**config.mk**
```make
export PLATFORM = sky130hd
export DESIGN_NAME = fault_list_sequencer
export DESIGN_NICKNAME = d
export VERILOG_FILES = /design/src/rtl/fault_list_sequencer.sv
export SDC_FILE = /design/constraint.sdc
export NUM_CORES = 1
export LEC_CHECK = 0
export CORE_MARGIN = 10
export CORE_UTILIZATION = 39
export DETAILED_ROUTE_END_ITERATION = 10
export PLACE_DENSITY = 0.66
export RECOVER_POWER = 100
export SYNTH_ARGS = -nofsm -noshare
export SYNTH_HDL_FRONTEND = slang
export SYNTH_SLANG_ARGS = --single-unit
```
**constraint.sdc**
```tcl
create_clock -name clk -period 3.6 [get_ports clk]
set_input_delay 0.36 -clock clk [delete_from_list [all_inputs] [get_ports clk]]
set_output_delay 0.36 -clock clk [all_outputs]
set_load 0.02 [all_outputs]
```
**src/rtl/fault_list_sequencer.sv**
```systemverilog
// -----------------------------------------------------------------------------
// fault_list_sequencer
//
// Walks the fault-injection list on behalf of the BIST controller. Each fault
// point (site index plus stuck-at polarity) is presented to the injection muxes
// around the CUT. Every change of point is followed by a settle window with
// injection disabled. FIL_END is raised once the list is exhausted.
//
// Configuration macro:
//   FIL_BOTH_POLARITY_EN  defined   : SA0 then SA1 per site (2*NUM_FAULTS points)
//                         undefined : SA0 only, FAULT_SA tied low (NUM_FAULTS points)
//
// Parameters:
//   NUM_FAULTS    number of fault sites (>= 2)
//   IDX_BITS      width of FAULT_IDX, 2**IDX_BITS >= NUM_FAULTS
//   SETTLE_CYCLES cycles FAULT_EN stays low after a point change (>= 1)
//
// Ports:
//   clk        system clock, rising edge
//   rst        asynchronous active-high reset
//   TPG_RESET  low level releases the sequencer from IDLE
//   FIL_INC    advance request, rising edge only
//   FAULT_IDX  current fault site
//   FAULT_SA   stuck-at value of current site (0 = SA0, 1 = SA1)
//   FAULT_EN   inject enable, high only in ACTIVE
//   FIL_BUSY   high in SETTLE or ACTIVE
//   FIL_END    list exhausted, sticky until rst
//
// State table:
//   IDLE   | waiting for TPG_RESET low
//   SETTLE | point changed, injection held off for SETTLE_CYCLES
//   ACTIVE | fault injected, waiting for FIL_INC edge
//   DONE   | list exhausted, terminal until rst
// -----------------------------------------------------------------------------
module fault_list_sequencer #(
    parameter int NUM_FAULTS    = 16,
    parameter int IDX_BITS      = 4,
    parameter int SETTLE_CYCLES = 2
) (
    input  logic                clk,
    input  logic                rst,
    input  logic                TPG_RESET,
    input  logic                FIL_INC,
    output logic [IDX_BITS-1:0] FAULT_IDX,
    output logic                FAULT_SA,
    output logic                FAULT_EN,
    output logic                FIL_BUSY,
    output logic                FIL_END
);

    localparam int CNT_BITS = (SETTLE_CYCLES > 1) ? $clog2(SETTLE_CYCLES) : 1;
    localparam logic [CNT_BITS-1:0] SETTLE_LOAD = CNT_BITS'(SETTLE_CYCLES - 1);
    localparam logic [IDX_BITS-1:0] LAST_IDX    = IDX_BITS'(NUM_FAULTS - 1);

    typedef enum logic [1:0] {
        S_IDLE   = 2'd0,
        S_SETTLE = 2'd1,
        S_ACTIVE = 2'd2,
        S_DONE   = 2'd3
    } state_t;

    state_t              state;
    state_t              state_nx;
    logic [CNT_BITS-1:0] cnt;
    logic [CNT_BITS-1:0] cnt_nx;
    logic [IDX_BITS-1:0] idx_nx;
    logic                inc_q;
    logic                adv;
    logic                at_last;

    // Only the rising edge of FIL_INC advances; a held level is one request.
    assign adv = FIL_INC & ~inc_q;

`ifdef FIL_BOTH_POLARITY_EN
    logic sa_nx;
    assign at_last = (FAULT_IDX == LAST_IDX) && FAULT_SA;
`else
    assign at_last = (FAULT_IDX == LAST_IDX);
`endif

    always_comb begin
        state_nx = state;
        cnt_nx   = cnt;
        idx_nx   = FAULT_IDX;
`ifdef FIL_BOTH_POLARITY_EN
        sa_nx    = FAULT_SA;
`endif
        case (state)
            S_IDLE: begin
                if (!TPG_RESET) begin
                    state_nx = S_SETTLE;
                    cnt_nx   = SETTLE_LOAD;
                end
            end
            S_SETTLE: begin
                // Advance requests here are dropped, not queued.
                if (cnt == '0) begin
                    state_nx = S_ACTIVE;
                end else begin
                    cnt_nx = cnt - 1'b1;
                end
            end
            S_ACTIVE: begin
                if (adv) begin
                    if (at_last) begin
                        state_nx = S_DONE;
                    end else begin
                        state_nx = S_SETTLE;
                        cnt_nx   = SETTLE_LOAD;
`ifdef FIL_BOTH_POLARITY_EN
                        if (!FAULT_SA) begin
                            sa_nx = 1'b1;
                        end else begin
                            sa_nx  = 1'b0;
                            idx_nx = FAULT_IDX + 1'b1;
                        end
`else
                        idx_nx = FAULT_IDX + 1'b1;
`endif
                    end
                end
            end
            S_DONE: begin
                state_nx = S_DONE;
            end
            default: begin
                state_nx = S_IDLE;
            end
        endcase
    end

    // Outputs are registered from the next-state decode so they line up with
    // the state they describe and never see an input combinationally.
    always_ff @(posedge clk or posedge rst) begin
        if (rst) begin
            state     <= S_IDLE;
            cnt       <= '0;
            inc_q     <= 1'b0;
            FAULT_IDX <= '0;
            FAULT_SA  <= 1'b0;
            FAULT_EN  <= 1'b0;
            FIL_BUSY  <= 1'b0;
            FIL_END   <= 1'b0;
        end else begin
            state     <= state_nx;
            cnt       <= cnt_nx;
            inc_q     <= FIL_INC;
            FAULT_IDX <= idx_nx;
`ifdef FIL_BOTH_POLARITY_EN
            FAULT_SA  <= sa_nx;
`else
            FAULT_SA  <= 1'b0;
`endif
            FAULT_EN  <= (state_nx == S_ACTIVE);
            FIL_BUSY  <= (state_nx == S_SETTLE) || (state_nx == S_ACTIVE);
            FIL_END   <= (state_nx == S_DONE);
        end
    end

endmodule

```
==> impl_metrics.tcl, run 1 <==
set metrics [dict create \
    yosysWarningCount 0 \
    hold_class "primary input to async pin" \
    drive_gt1_share_pct 8.77 \
    firstDrtPassIters 4 \
    cts_tree "built" \
    yosys.area_share.xor_xnor_pct 3.37 \
    synth-adder-area-share_pct 4.82 \
    areaGrowthSynthToFinish_pct 23.6 \
    dp_cells 68 \
    setup_tns_ns 0 \
    cts_buffers 3 \
    dieHeight_um 56.5 \
    multiInputGateArea_um2 210 \
    fmax_ghz 0.576 \
    syn_area_per_cell_um2 11.5 \
    required_ns 3.24 \
    yosysUniqueCellTypes 22 \
    drc 0 \
    antenna_cells 0 \
    critPathBufInv 1 \
    ir_drop_uv 463 \
    vias_per_cell 4.97 \
    grt_max_degree 12 \
    period_needed_ns 1.74 \
    nFillCells 133 \
    min_period_over_period_pct 48.2 \
    netlist_area_um2 519 \
    fin_nets 64 \
    yosysSeqAreaShare_pct 53.0 \
    crit_type "register to output port" \
    synth_compound_area_share_pct 13.3 \
    setup_violations 0 \
    dieArea_um2 3190 \
    routed_wirelength_um 901 \
    yosys.area_share.simple_pct 16.9 \
    cp-start-kind "register" \
    critPathMaxFanout 4 \
    dp.final_hpwl_um 661 \
    power_leakage_nw 0.285 \
    drv_cap 0 \
    rows 13 \
    core_area_um2 1280 \
    fin_total_pwr_uw 543 \
    grtUsageMet2_pct 7.21 \
    cts_hold_buf 0 \
    synth_nets 51 \
    io_pins 12 \
    htree_levels 1 \
    power_density_nw_per_um2 846 \
    start_util_pct 40.4 \
    synthCells 45 \
    clockBufferDepth 2 \
    grt_use_total_pct 6.08 \
    fin_worst_skew_ns 0.000484 \
    wl_per_cell_um 12.5 \
    clk_latency_ns 0.26 \
    antenna_found_initial 0 \
    synth-seq-cells 11 \
    antenna_left 0 \
    synth_top_family_by_area "simple AND/OR/NAND/NOR gates" \
    critical_path.cell_chain "dlygate4sd3_1" \
    clk_pin_slew_ns 0.07 \
    cts.sinks 11 \
    grt_pass1_vias 367 \
    rsz0062_at_grt "false" \
    vias 358 \
    slowest_stage "dlygate4sd3_1" \
    stdcell_count 72 \
    timing.final.ws_setup_ns 1.86 \
    cts_root_buffer "clkbuf_4" \
    critical-path-top-delay-family "buffers and inverters" \
    cp_data_arrival_time_ns 1.38 \
    cts_setup_buffers 0 \
    regArea_um2 275 \
    post-place-ws_ns 1.76 \
    grt_pass1_wl_um 1550 \
    hold_viol 0 \
    gr-max-usage-layer "met1" \
    outcome "finished, final reports clean" \
    final_max_slew_viol_count 0 \
    cts_resized 0 \
    drt_iter0_drc 11 \
    critPathCaptureType "output port" \
    grt_remaining_overflow 0 \
    grt_use_met1_pct 7.22 \
    io_buffers 10 \
    crit_path_max_incr_delay_ns 0.70 \
    grt_use_met3_pct 4.49 \
    place_congestion 0.638 \
    die_w_um 56.5 \
    synth.area.mux_share_pct 2.89 \
]
## sequential cells by signal (all words and copies together) (netlist names)
signal,count
FIL_BUSY,1
inc_q,1
FIL_END,1
cnt,1
FAULT_IDX,4
state,2
FAULT_EN,1
## final cells by class
type,count,area share [%]
Sequential cell,11,42.9
Tap cell,15,2.92
Clock buffer,4,4.09
Multi-Input combinational cell,29,32.7
Inverter,3,1.75
Timing Repair Buffer,10,15.6
## final timing paths
| path | from | end | slack, ns | cells after the start |
|---|---|---|---|---|
| min | rst | FAULT_IDX[0] | 0.52 | 2 |
| max in group asynchronous | rst | FIL_END | 2.79 | 2 |
| min reg2reg | cnt | cnt | 0.52 | 2 |
| min in group clk | cnt | cnt | 0.52 | 2 |
| max reg2reg | FAULT_IDX[0] | FIL_BUSY | 2.24 | 5 |
| max | FAULT_IDX[3] | FAULT_IDX[3] | 1.86 | 1 |
## layer usage
| metal | part of all wire (%) | vias up | wire (µm) |
|---|---|---|---|
| met5 | 0 | - | 0 |
| met4 | 0 | 0 | 0 |
| met3 | 11 | 0 | 97 |
| met2 | 41 | 10 | 365 |
| met1 | 49 | 169 | 438 |
| li1 | - | 179 | - |
## cells by family after synthesis
group / after synthesis
AND/OR/NAND/NOR: 12
adder cells (fa/ha/maj): 2
buffers and inverters: 5
AO/OA/AOI/OAI: 11
multiplexers: 1
XOR/XNOR: 2
flip-flops: 11
other: 1
## report_power, final
| part | switching [mW] | total [mW] | internal, mW |
|---|---|---|---|
| combinational | 0.123 | 0.234 | 0.111 |
| clock | 0.0395 | 0.0823 | 0.0428 |
| sequential | 0.0473 | 0.226 | 0.179 |
## cell usage in the layout, fill, tap and decap left out, types with 2 or more instances in the layout
| cell type | n |
|---|---|
| inv_1 | 3 |
| ha_1 | 2 |
| nor2_1 | 2 |
| a31oi_1 | 4 |
| nor2b_1 | 4 |
| clkbuf_4 | 3 |
| o21ai_0 | 3 |
| dfrtp_1 | 11 |
| dlygate4sd3_1 | 9 |
| xnor2_1 | 2 |
## cells in the mapped netlist
library cell	number	share of area, %
inv_1	3	2.2
o21ai_1	2	1.9
and3_1	1	1.2
dfrtp_1	11	53
ha_1	2	4.8
nand3_1	1	0.96
nor2_1	2	1.4
o31ai_1	1	1.4
nand2_4	1	2.2
o31a_1	1	1.7
nand3_2	1	1.9
buf_4	2	2.9
conb_1	1	0.72
a31oi_1	4	4.8
a21oi_1	1	0.96
nand2b_1	1	1.2
nor2b_1	4	4.8
and4bb_4	1	3.1
mux2_4	1	2.9
o21ai_0	1	0.96
xnor2_1	2	3.4
a21boi_1	1	1.4
## through the flow
step / cell area, µm² / utilization (%) / hold slack (ns)
final: 642 / 50.0 / 0.516
after global routing: 642 / 50.0 / 0.551
after CTS: 649 / 50.5 / 0.395
after detailed placement: 623 / 48.5 / 0.515
after global placement: 623 / 48.5 / 0.498
after floorplan: 519 / - / 0.212
Power figures use the tool's default switching activity.
==> inputs of run 2 (changes only) <==
--- a/config.mk
+++ b/config.mk
@@ -8,7 +8,7 @@
 export CORE_MARGIN = 10
 export CORE_UTILIZATION = 39
 export DETAILED_ROUTE_END_ITERATION = 10
-export PLACE_DENSITY = 0.66
+export PLACE_DENSITY = 0.68
 export RECOVER_POWER = 100
 export SYNTH_ARGS = -nofsm -noshare
 export SYNTH_HDL_FRONTEND = slang
==> constraint.sdc (replaced) <==
create_clock -name clk -period 1.5 [get_ports clk]
set_input_delay 0.15 -clock clk [delete_from_list [all_inputs] [get_ports clk]]
set_output_delay 0.15 -clock clk [all_outputs]
set_load 0.02 [all_outputs]
==> impl_metrics.tcl, run 2 (synthesis results as in run 1) <==
set metrics [dict create \
    fin_nets 65 \
    rows 13 \
    slowest_stage "dlygate4sd3_1" \
    grt_use_total_pct 6.45 \
    grt_pass1_wl_um 1610 \
    met1_length_um 430 \
    routed_wirelength_um 920 \
    ir_drop_uv 993 \
    place_congestion 0.761 \
    setup_tns_ns 0 \
    timing.final.ws_setup_ns 0.0744 \
    required_ns 1.35 \
    period_needed_ns 1.43 \
    dieHeight_um 56.5 \
    dp.final_hpwl_um 677 \
    dieArea_um2 3190 \
    reg_top3 "FAULT_IDX x4, state x2" \
    start_util_pct 40.4 \
    die_w_um 56.5 \
    grt_remaining_overflow 0 \
    critPathMaxFanout 1 \
    regArea_um2 275 \
    drive_gt1_share_pct 12.1 \
    min_period_over_period_pct 95.0 \
    antenna_left 0 \
    antenna_cells 0 \
    final_cell_mix "11 x dfrtp_1, 5 x dlygate4sd3_1, 4 x nor2b_1, 4 x a31oi_1, 4 x clkbuf_1" \
    clk_latency_ns 0.27 \
    areaGrowthSynthToFinish_pct 19.8 \
    wl_met2_um 404 \
    htree_levels 1 \
    cp_data_arrival_time_ns 1.28 \
    layout_commonest_cell "dfrtp_1" \
    power_leakage_nw 0.281 \
    critical_path.cell_chain "dlygate4sd3_1" \
    met3_length_um 85 \
    largest_register_ffs 4 \
    largest-register "FAULT_IDX" \
    io_buffers 10 \
    power_density_nw_per_um2 2060 \
    nFillCells 129 \
    cts_setup_buffers 0 \
    drc 0 \
    cts_tree "built" \
    drv_cap 0 \
    crit_type "register to output port" \
    cts_hold_buf 0 \
    setup_violations 0 \
    hold_viol 0 \
    fmax_ghz 0.701 \
    cts.sinks 11 \
    critPathBufInv 1 \
    clk_pin_slew_ns 0.08 \
    critPathCaptureType "output port" \
    multiInputGateArea_um2 206 \
    vias_per_cell 4.93 \
    holdWs_ns 0.307 \
    cts_buffers 3 \
    firstDrtPassIters 4 \
    io_pins 12 \
    core_area_um2 1280 \
    antenna_found_initial 0 \
    hold_class "primary input to async pin" \
    cp-start-kind "register" \
    final_max_slew_viol_count 0 \
    grt_pass1_vias 367 \
    rsz0062_at_grt "false" \
    wl_per_cell_um 12.6 \
    dr.max_layer_used "met3" \
    fin_worst_skew_ns 0.00453 \
    grt_max_degree 12 \
    cts_root_buffer "clkbuf_4" \
    drt_iter0_drc 5 \
    outcome "finished, final reports clean" \
    critical-path-top-delay-family "buffers and inverters" \
    crit_path_max_incr_delay_ns 0.65 \
    clockBufferDepth 2 \
    vias 360 \
    post-place-ws_ns -0.00822 \
]
-- run 2: changes by cell type in the layout (fill, tap and decap cells not counted), sizes merged --
cell         previous run  this run
buf                     0         1
clkbuf                  4         7
dlygate4sd3             9         5
clkinv                  0         1
-- run 2: final timing paths --
kind                         startpoint           end  slack (ns)  depth (start not counted)
setup / recovery               FIL_BUSY      FIL_BUSY        0.07                          1
hold reg to reg                     cnt           cnt        0.51                          2
min in group clk                FIL_INC         inc_q        0.49                          1
max in group asynchronous           rst       FIL_END        0.89                          2
hold / removal                      rst      FIL_BUSY        0.31                          2
setup reg to reg           FAULT_IDX[0]  FAULT_IDX[1]        0.15                          4
-- run 2: worst register-to-register path, stage by stage (launching register included) --
cell and delay (ns):
dfrtp_1 0.41, ha_1 0.23, nand3_2 0.15, nand2_1 0.15, mux2_4 0.31
-- run 2: layout make-up --
class	count	share of cell area [%]
sequential	11	44.3
multi-input combinational	29	33.2
timing repair buffer	11	13.3
clock buffer	3	3.62
tap	15	3.02
inverter	3	1.81
clock inverter	1	0.805
-- run 2: per-stage QoR --
stage	cell area, µm²	std cells	utilization, %	power, mW
after global placement	631	69	49.1	1.19
after global routing	622	73	48.4	1.40
after CTS	658	73	51.2	1.41
after detailed placement	631	69	49.1	1.19
after floorplan	519	45	-	0.954
final	622	73	48.4	1.28
-- run 2: layer usage --
metal  GRT usage, %  vias up
met1           6.23      171
met5              0        -
met2           8.78        8
li1               -      181
met3           5.17        0
met4           5.15        0
-- run 2: what timing repair did --
item	4_1_cts	5_1_grt
endpoints found under the setup margin	0	4
gates resized for setup	0	4
hold endpoints to repair	0	0
-- run 2: power breakdown --
part | switching, mW | internal (mW)
sequential | 0.114 | 0.429
combinational | 0.300 | 0.238
clock | 0.104 | 0.0986
==> inputs of run 3 (changes only) <==
--- a/config.mk
+++ b/config.mk
@@ -5,6 +5,7 @@
 export SDC_FILE = /design/constraint.sdc
 export NUM_CORES = 1
 export LEC_CHECK = 0
+export CAP_MARGIN = 15
 export CORE_MARGIN = 10
 export CORE_UTILIZATION = 39
 export DETAILED_ROUTE_END_ITERATION = 10
==> results of run 3 <==
Final layout, timing and power as in run 2 (identical DEF).
